**config.mk**
```make
export PLATFORM = sky130hd
export DESIGN_NAME = ltc5548_sys_pio_arbiter
export DESIGN_NICKNAME = d
export VERILOG_FILES = /design/src/rtl/ltc5548_sys_pio_arbiter.sv
export SDC_FILE = /design/constraint.sdc
export NUM_CORES = 1
export LEC_CHECK = 0
export CAP_MARGIN = 15
export CELL_PAD_IN_SITES_DETAIL_PLACEMENT = 1
export CELL_PAD_IN_SITES_GLOBAL_PLACEMENT = 1
export CORE_UTILIZATION = 34
export DETAILED_ROUTE_END_ITERATION = 8
export GPL_ROUTABILITY_DRIVEN = 0
export PLACE_DENSITY_LB_ADDON = 0.08
export SLEW_MARGIN = 40
export SYNTH_ARGS = -nofsm -noshare
export SYNTH_HDL_FRONTEND = slang
export SYNTH_SLANG_ARGS = --single-unit
```
**constraint.sdc**
```tcl
create_clock -name clk -period 5.61 [get_ports clk]
set_input_delay 1.683 -clock clk [delete_from_list [all_inputs] [get_ports clk]]
set_output_delay 1.683 -clock clk [all_outputs]
set_load 0.1 [all_outputs]
```
**src/rtl/ltc5548_sys_pio_arbiter.sv**
```systemverilog
// Round-robin sequencer sharing one LTC5548 PIO control line among NUM_REQ requesters.
// Issues single-cycle Avalon-MM writes (data/set/clear), then holds the bus idle for a settle gap.
module ltc5548_sys_pio_arbiter #(
    parameter int NUM_REQ    = 4,
    parameter int GAP_CYCLES = 8,
    parameter int DATA_W     = 32
) (
    input  logic                 clk,
    input  logic                 reset,
    input  logic [NUM_REQ-1:0]   req_valid,
    input  logic [2*NUM_REQ-1:0] req_op,
    input  logic [NUM_REQ-1:0]   req_data,
    output logic [NUM_REQ-1:0]   req_ready,
    output logic [2:0]           pio_address,
    output logic                 pio_chipselect,
    output logic                 pio_write_n,
    output logic [DATA_W-1:0]    pio_writedata,
    output logic                 shadow_out,
    output logic                 busy,
    output logic                 err_pulse
);

    localparam int IDX_W = (NUM_REQ > 1) ? $clog2(NUM_REQ) : 1;

    localparam logic [1:0] OP_WRITE = 2'b00;
    localparam logic [1:0] OP_SET   = 2'b01;
    localparam logic [1:0] OP_CLEAR = 2'b10;

    typedef enum logic [1:0] {
        IDLE  = 2'd0,
        ISSUE = 2'd1,
        GAP   = 2'd2
    } state_t;

    state_t              state_q, state_d;
    logic [IDX_W-1:0]    rr_ptr_q, rr_ptr_d;
    logic [IDX_W-1:0]    grant_q, grant_d;
    logic [7:0]          gap_cnt_q, gap_cnt_d;
    logic [NUM_REQ-1:0]  req_ready_q, req_ready_d;
    logic [2:0]          pio_address_q, pio_address_d;
    logic                pio_chipselect_q, pio_chipselect_d;
    logic                pio_write_n_q, pio_write_n_d;
    logic [DATA_W-1:0]   pio_writedata_q, pio_writedata_d;
    logic                shadow_q, shadow_d;
    logic                busy_q, busy_d;
    logic                err_q, err_d;

    logic [IDX_W-1:0]    cand;
    logic [IDX_W-1:0]    win;
    logic                found;
    logic [IDX_W-1:0]    sel_idx;
    logic [1:0]          sel_op;
    logic                sel_data;

    function automatic logic [IDX_W-1:0] next_idx(input logic [IDX_W-1:0] idx);
        if (int'(idx) >= NUM_REQ - 1)
            return '0;
        return idx + IDX_W'(1);
    endfunction

    always_comb begin
        state_d          = state_q;
        rr_ptr_d         = rr_ptr_q;
        grant_d          = grant_q;
        gap_cnt_d        = gap_cnt_q;
        req_ready_d      = '0;
        pio_address_d    = 3'd0;
        pio_chipselect_d = 1'b0;
        pio_write_n_d    = 1'b1;
        pio_writedata_d  = '0;
        shadow_d         = shadow_q;
        err_d            = 1'b0;

        // First valid requester at or after the round-robin pointer, wrapping.
        found = 1'b0;
        win   = rr_ptr_q;
        cand  = rr_ptr_q;
        for (int k = 0; k < NUM_REQ; k++) begin
            if (!found && req_valid[cand]) begin
                found = 1'b1;
                win   = cand;
            end
            cand = next_idx(cand);
        end

        sel_idx  = (state_q == IDLE) ? win : grant_q;
        sel_op   = req_op[{sel_idx, 1'b0} +: 2];
        sel_data = req_data[sel_idx];

        case (state_q)
            IDLE: begin
                if (found) begin
                    grant_d          = win;
                    state_d          = ISSUE;
                    req_ready_d[win] = 1'b1;
                    case (sel_op)
                        OP_WRITE: begin
                            pio_chipselect_d   = 1'b1;
                            pio_write_n_d      = 1'b0;
                            pio_address_d      = 3'd0;
                            pio_writedata_d[0] = sel_data;
                        end
                        OP_SET: begin
                            pio_chipselect_d   = 1'b1;
                            pio_write_n_d      = 1'b0;
                            pio_address_d      = 3'd4;
                            pio_writedata_d[0] = 1'b1;
                        end
                        OP_CLEAR: begin
                            pio_chipselect_d   = 1'b1;
                            pio_write_n_d      = 1'b0;
                            pio_address_d      = 3'd5;
                            pio_writedata_d[0] = 1'b1;
                        end
                        default: err_d = 1'b1;
                    endcase
                end
            end
            ISSUE: begin
                rr_ptr_d = next_idx(grant_q);
                case (sel_op)
                    OP_WRITE: shadow_d = sel_data;
                    OP_SET:   shadow_d = 1'b1;
                    OP_CLEAR: shadow_d = 1'b0;
                    default:  shadow_d = shadow_q;
                endcase
                // A reserved op never touched the bus, so no settle time is owed.
                if (GAP_CYCLES == 0 || sel_op == 2'b11) begin
                    state_d = IDLE;
                end else begin
                    state_d   = GAP;
                    gap_cnt_d = 8'(GAP_CYCLES - 1);
                end
            end
            GAP: begin
                if (gap_cnt_q == 8'd0)
                    state_d = IDLE;
                else
                    gap_cnt_d = gap_cnt_q - 8'd1;
            end
            default: state_d = IDLE;
        endcase

        busy_d = (state_d != IDLE);
    end

    always_ff @(posedge clk) begin
        if (reset) begin
            state_q          <= IDLE;
            rr_ptr_q         <= '0;
            grant_q          <= '0;
            gap_cnt_q        <= 8'd0;
            req_ready_q      <= '0;
            pio_address_q    <= 3'd0;
            pio_chipselect_q <= 1'b0;
            pio_write_n_q    <= 1'b1;
            pio_writedata_q  <= '0;
            shadow_q         <= 1'b0;
            busy_q           <= 1'b0;
            err_q            <= 1'b0;
        end else begin
            state_q          <= state_d;
            rr_ptr_q         <= rr_ptr_d;
            grant_q          <= grant_d;
            gap_cnt_q        <= gap_cnt_d;
            req_ready_q      <= req_ready_d;
            pio_address_q    <= pio_address_d;
            pio_chipselect_q <= pio_chipselect_d;
            pio_write_n_q    <= pio_write_n_d;
            pio_writedata_q  <= pio_writedata_d;
            shadow_q         <= shadow_d;
            busy_q           <= busy_d;
            err_q            <= err_d;
        end
    end

    // A granted requester must keep its request up until the accept pulse completes.
    always_ff @(posedge clk) begin
        if (!reset && state_q == ISSUE)
            assert (req_valid[grant_q]) else $error("requester dropped valid before ready");
    end

    assign req_ready      = req_ready_q;
    assign pio_address    = pio_address_q;
    assign pio_chipselect = pio_chipselect_q;
    assign pio_write_n    = pio_write_n_q;
    assign pio_writedata  = pio_writedata_q;
    assign shadow_out     = shadow_q;
    assign busy           = busy_q;
    assign err_pulse      = err_q;

endmodule

```
==> metrics, run 1 <==
status=finished, final reports clean; CTS tree=built; family with the most delay on the worst path=simple AND/OR/NAND/NOR gates; crit start category=primary input; skew final=about 0.0029 ns; GRT Overall Usage=14.7%; final worst setup slack=around 0.32 ns; Setup WS pre-CTS=-0.00632 ns; worst hold endpoint=gap_cnt_q[1]; Initial Util=35.4%; clock buffer depth=2; Reg2Reg Launch Point=rr_ptr_q[1]; cts hold-fix bufs=0; fin crit period=between 5 and 6 ns; core area=5510 µm²; CTS H-tree depth=1; WP buf/inv=3; Ports=a little over 60; Diodes inserted=0; clk_lat worst skew=around 0.27 ns; vias in the first global route=approximately 1,500; FF-to-FF End=gap_cnt_q[6]; Max Freq=approximately 190 MHz; fin. max-slew vios=0; Most used DFF post-synth=dfxtp_1; Worst Setup End Kind=flip-flop; share of layout cells above drive strength 1=17.3%; Chip Height=slightly below 80 µm; gr ovfl total=0; FFs w/ async S/R, synth=0%; Yosys cell types=55; drt first pass iters=4; Max Cap Violations=0; Area Overhead vs Synth=13.3%; sequential area share after synthesis=between 20% and 30%; post-place instance area=roughly 2200 µm²; FF+latch count, synth=26; post-DP HPWL=between 3000 and 4000 µm; Routed wire per std cell=~13 µm; synth cell count leaders=buf_4, dfxtp_1, nor2_1; first-pass GRT wire length=between 7000 and 8000 µm; initial antenna violation count=0; crit path kind=in2reg; Die ar.=6040 µm²; most numerous cell in the Yosys netlist=buf_4; Worst path max stage delay=0.59 ns; Synth Warn #=0; Final Cell Area=between 2000 and 2500 µm²; synth top area cells=dfxtp_1, buf_4, ha_1, mux2i_1, nor2_1; hold crit path type=reg2reg; Post-synth EDFFs=0; final hold violations=0; worst-path cell chain=clkdlybuf4s50_1 > mux4_2 > inv_1 > o21ai_0 > or4_4 > a41oi_4 > buf_4 > mux2i_1 > ha_1 > nand2_1 > nand2_1 > a21oi_1 > nand3b_1 > nor4_1 > xnor2_1 > nor2_1; via count=between 1,500 and 2,000; share of the synthesized area in the top cell type=between 20% and 30%; Critical Path RT=~5.8 ns; Worst path slowest cell=mux4_2; final wirelength=4180 µm; post-route ant nets=0; Final Cycle Share=a little over nine tenths; DRC Markers=0; most frequent CP cell=nand2_1; slew margin rel.=63.0%; Crit. Startpoint=req_valid[0]; post-cts sizing count=0; Post-CTS Setup Bufs=0; mapped cell area=roughly 2000 µm²; clk root buf=clkbuf_8; Post-Syn Area per Cell=between 8 and 9 µm²; R2R setup slack=around 1.2 ns; num rows=27; port buffer count=29; die width=a little under 80 µm; clock buffer count from CTS=3; Crit Path Max Fanout=8; area leader, netlist=dfxtp_1; Starting DRT DRC Count=between 70 and 80; critical path arrival=~5.4 ns; Hold Startpoint=gap_cnt_q[1]; Synth Instances=220; unrepaired setup endpoints after global routing=no; Hold Path Depth=2; reg2reg path depth=18; nets=around 290; largest net degree at the start of global routing=21; CTS Sinks=26; Via density=between 4 and 5; Final setup violation count=0; CTS clk-pin slew, worst paths=about 0.090 ns; worst slew pin tran=~0.55 ns
==> logic make-up after synthesis <==
group | Yosys count | synth area share (%)
other | 1 | 0.192
and+or+nand+nor | 69 | 17.6
DFF | 26 | 26.7
adders and majority gates | 12 | 7.70
xor gates and xnor gates | 5 | 2.25
buffers and inverters | 49 | 16.9
muxes | 17 | 10.6
AOI/OAI and AO/OA | 41 | 18.0
==> state kept, by name, summed over array words and instances (netlist names) <==
signal,count
req_ready,4
pio_address,2
pio_writedata,1
grant_q,2
err_pulse,1
pio_chipselect,1
rr_ptr_q,2
state_q,2
shadow_out,1
gap_cnt_q,8
busy,1
pio_write_n,1
==> layer usage <==
metal / part of all wire [%] / up-vias / global-route usage [%]
met5: 0 / - / 0
met3: 4.4 / 4 / 2.24
met1: 53 / 698 / 21.0
met4: 0.50 / 0 / 2.26
met2: 42 / 49 / 23.5
li1: - / 774 / -
==> worst register-to-register path, delay by kind of cell, from the launching register on <==
kind / cells / cell delay [ns]
XOR/XNOR: 2 / 0.39
AND/OR/NAND/NOR: 5 / 0.66
AO/OA/AOI/OAI: 5 / 1.23
buffers and inverters: 2 / 0.34
flip-flops: 1 / 0.57
adder cells (fa/ha/maj): 2 / 0.72
multiplexers: 2 / 0.35
==> per-stage QoR <==
step                      cells   TNS, ns  hold WS [ns]  util [%]
after detailed placement    322  -0.00632         0.503      39.1
final                       326         0         0.526      40.1
after floorplan             251         0         0.476         -
after CTS                   326         0         0.530      40.1
after global placement      322         0         0.499      40.2
after global routing        326         0         0.554      40.1
==> how the worst max path moves through the flow <==
stage	to	slack [ns]	cells past startpoint
floorplan	gap_cnt_q[6]	0.85	15
global placement	gap_cnt_q[6]	0.16	16
detailed placement	gap_cnt_q[6]	-0.006	16
CTS	gap_cnt_q[6]	0.29	16
global route	gap_cnt_q[6]	0.07	16
finish	gap_cnt_q[6]	0.32	16
==> area by class of cell <==
type	count	area (µm²)
inverter	12	45.0
tap	72	90.1
sequential	26	520
multi-input combinational	176	1220
fill	667	3300
clock buffer	4	55.1
timing repair buffer	36	283
==> layout by cell type, fill, tap and decap left out, drive strengths merged, types with 3 or more instances in the layout <==
cell | Yosys | final
conb | 1 | 32
dfxtp | 26 | 26
nor2 | 25 | 25
buf | 37 | 19
clkdlybuf4s50 | 0 | 17
nand2 | 13 | 13
inv | 12 | 12
ha | 12 | 12
mux2i | 11 | 11
a21oi | 9 | 9
nor3 | 8 | 8
o21ai | 7 | 7
nand3 | 4 | 4
clkbuf | 0 | 4
mux2 | 4 | 4
xor2 | 3 | 3
nor4 | 3 | 3
nand3b | 3 | 3
a311oi | 3 | 3
a211oi | 3 | 3
or2 | 3 | 3
and2 | 3 | 3
Power of run 1 is not shown: default switching activity piles up to over one toggle a cycle in this logic, so the estimate is an artifact.
==> run 2: changes to the inputs <==
Settings changed: ABC_AREA from default to 1, CELL_PAD_IN_SITES_DETAIL_PLACEMENT 1 to 2, CELL_PAD_IN_SITES_GLOBAL_PLACEMENT 1 to 2, CORE_MARGIN from default to 4, CORE_UTILIZATION 34 to 25.
==> run 2 against run 1 <==
Sequential share of layout area fell by 0.80 points. Routed wire length grew 23%. Global-route usage is 3.9 points lower. Register-to-register slack better by 0.26 ns. Die area is 58% higher. Worst hold slack got worse by 0.049 ns. Synthesized cell count increased by 28%. First-iteration DRC count decreased by 48%. Flip-flop and latch count did not move. Fmax rose by 8.3%. Cell count up 26%. Area after synthesis increased by 3.0%. Highest routed layer unchanged.
==> metrics, run 2 <==
Initial Util=25.9% (-9.6 points); DRC Markers=0 (unchanged); final hold violations=0 (unchanged); hold crit path type=reg2reg; met1 usage=13.3% (-7.7 points); die width=97.6 µm (+26%); area leader, netlist=dfxtp_1; post-route ant nets=0 (unchanged); Top reg by flops=gap_cnt_q; crit start category=primary input; status=finished, final reports clean; FF+latch count, synth=26 (unchanged); initial antenna violation count=0 (unchanged); met2 usage=19.2% (-4.3 points); Crit Path Max Fanout=8 (unchanged); family with the most delay on the worst path=simple AND/OR/NAND/NOR gates; Routed wire per std cell=12.4 µm (-2.9%); Die ar.=9530 µm² (+58%); drt first pass iters=4 (unchanged); Starting DRT DRC Count=38 (-48%); unrepaired setup endpoints after global routing=no; leading cell type in the layout, fill and taps excluded=nand2_1; num rows=32 (+19%); share of the synthesized area in the top cell type=25.9% (-0.76 points); GRT Overall Usage=10.8% (-3.9 points); Most used DFF post-synth=dfxtp_1; Final setup violation count=0 (unchanged); Synth Warn #=0 (unchanged); clk root buf=clkbuf_8; port buffer count=29 (unchanged); Chip Height=97.6 µm (+26%); CTS H-tree depth=1 (unchanged); WP buf/inv=5 (+2); Critical Path RT=5.82 ns (+0.06 ns); Final Cycle Share=87.1% (-7.2 points); post-cts sizing count=0 (unchanged); core area=7770 µm² (+41%); FFs w/ async S/R, synth=0% (unchanged); Setup WS pre-CTS=0.405 ns (+0.411 ns); Ports=62 (unchanged); CTS tree=built; synth cell count leaders=nand2_1, buf_4, inv_1; Worst path max stage delay=0.50 ns (-0.09 ns); skew final=0.0106 ns (+0.00774 ns); CTS Sinks=26 (unchanged); crit path kind=in2reg; Via density=4.12 (-12%); Setup TNS=0 ns (unchanged); fin crit period=4.89 ns (-0.404 ns); slew margin rel.=60.4% (-2.7 points); largest net degree at the start of global routing=16 (-24%); share of layout cells above drive strength 1=18.4% (+1.1 points); cts hold-fix bufs=0 (unchanged); first-pass GRT wire length=8470 µm (+18%); Diodes inserted=0 (unchanged); Max Cap Violations=0 (unchanged); synth top area cells=dfxtp_1, buf_4, nand2_1, ha_1, nand3_1; Post-synth EDFFs=0 (unchanged); clock buffer count from CTS=3 (unchanged); most numerous cell in the Yosys netlist=nand2_1; most frequent CP cell=nand2_1; Area Overhead vs Synth=13.9%; final wirelength=5130 µm (+23%); Post-CTS Setup Bufs=0 (unchanged); critical path arrival=5.09 ns (-0.35 ns); most frequent cells in the layout=nand2_1, conb_1, inv_1, dfxtp_1, nand3_1; sequential area share after synthesis=25.9% (-0.76 points); most used routing layer=met2; vias in the first global route=1,728 (+16%); mapped cell area=2010 µm² (+3.0%); Yosys cell types=35 (-36%); final worst setup slack=0.725 ns (+0.404 ns); worst slew pin tran=0.594 ns (+0.0408 ns); Post-Syn Area per Cell=7.15 µm² (-19%); Synth Instances=281 (+28%); fin. max-slew vios=0 (unchanged); Worst path slowest cell=clkdlybuf4s50_1; CTS clk-pin slew, worst paths=0.09 ns (about the same); nets=341 (+20%); met3 Use GR=2.01% (-0.23 points); clk_lat worst skew=0.28 ns (about the same); clock buffer depth=2 (unchanged); Max Freq=205 MHz (+8.3%); max reg flops=8 (unchanged); via count=1,698 (+11%); gr ovfl total=0 (unchanged); post-DP HPWL=4470 µm (+35%); Worst Setup End Kind=flip-flop
## run 2: layer usage
layer,vias up,part of all wire (%)
met5,-,0
met4,0,1.1
met2,38,50
met3,4,4.2
met1,780,45
li1,876,-
## run 2: cells by family after synthesis
logic type      after synthesis  synth area share [%]
other cells                   1                 0.187
simple gates                145                  38.3
compound gates               24                  7.29
buf+inv                      73                  20.9
flops                        26                  25.9
fa+ha+maj                    12                  7.48
## run 2: final timing paths
kind | depth (start not counted) | slack [ns] | end | start
worst max-delay path | 27 | 0.72 | gap_cnt_q[7] | req_valid[3]
worst min register to register | 1 | 0.48 | gap_cnt_q[7] | gap_cnt_q[7]
worst max register to register | 28 | 1.48 | gap_cnt_q[7] | rr_ptr_q[0]
worst min-delay path | 1 | 0.48 | gap_cnt_q[7] | gap_cnt_q[7]
## run 2: worst register-to-register path: cells and delay by family, from the launching register on
kind	cells	cell delay [ns]
simple gates	17	1.88
flops	1	0.71
fa+ha+maj	2	0.64
buf+inv	5	0.44
compound gates	4	0.40
## run 2: through the flow
step / cell area, µm² / util (%) / hold WS, ns / instances
after floorplan: 2120 / - / 0.423 / 312
after global placement: 2280 / 29.3 / 0.450 / 408
after detailed placement: 2220 / 28.5 / 0.476 / 408
after CTS: 2290 / 29.4 / 0.494 / 412
after global routing: 2290 / 29.4 / 0.517 / 412
final: 2290 / 29.4 / 0.477 / 412
## run 2: area by class of cell
class / instances / area (µm²)
clock buffer: 3 / 41.3
sequential: 26 / 520
clock inverter: 1 / 30.0
fill: 956 / 5480
tap: 102 / 128
timing repair buffer: 29 / 230
multi-input combinational: 213 / 1180
inverter: 38 / 153
Power of run 2 is left out for the same reason.
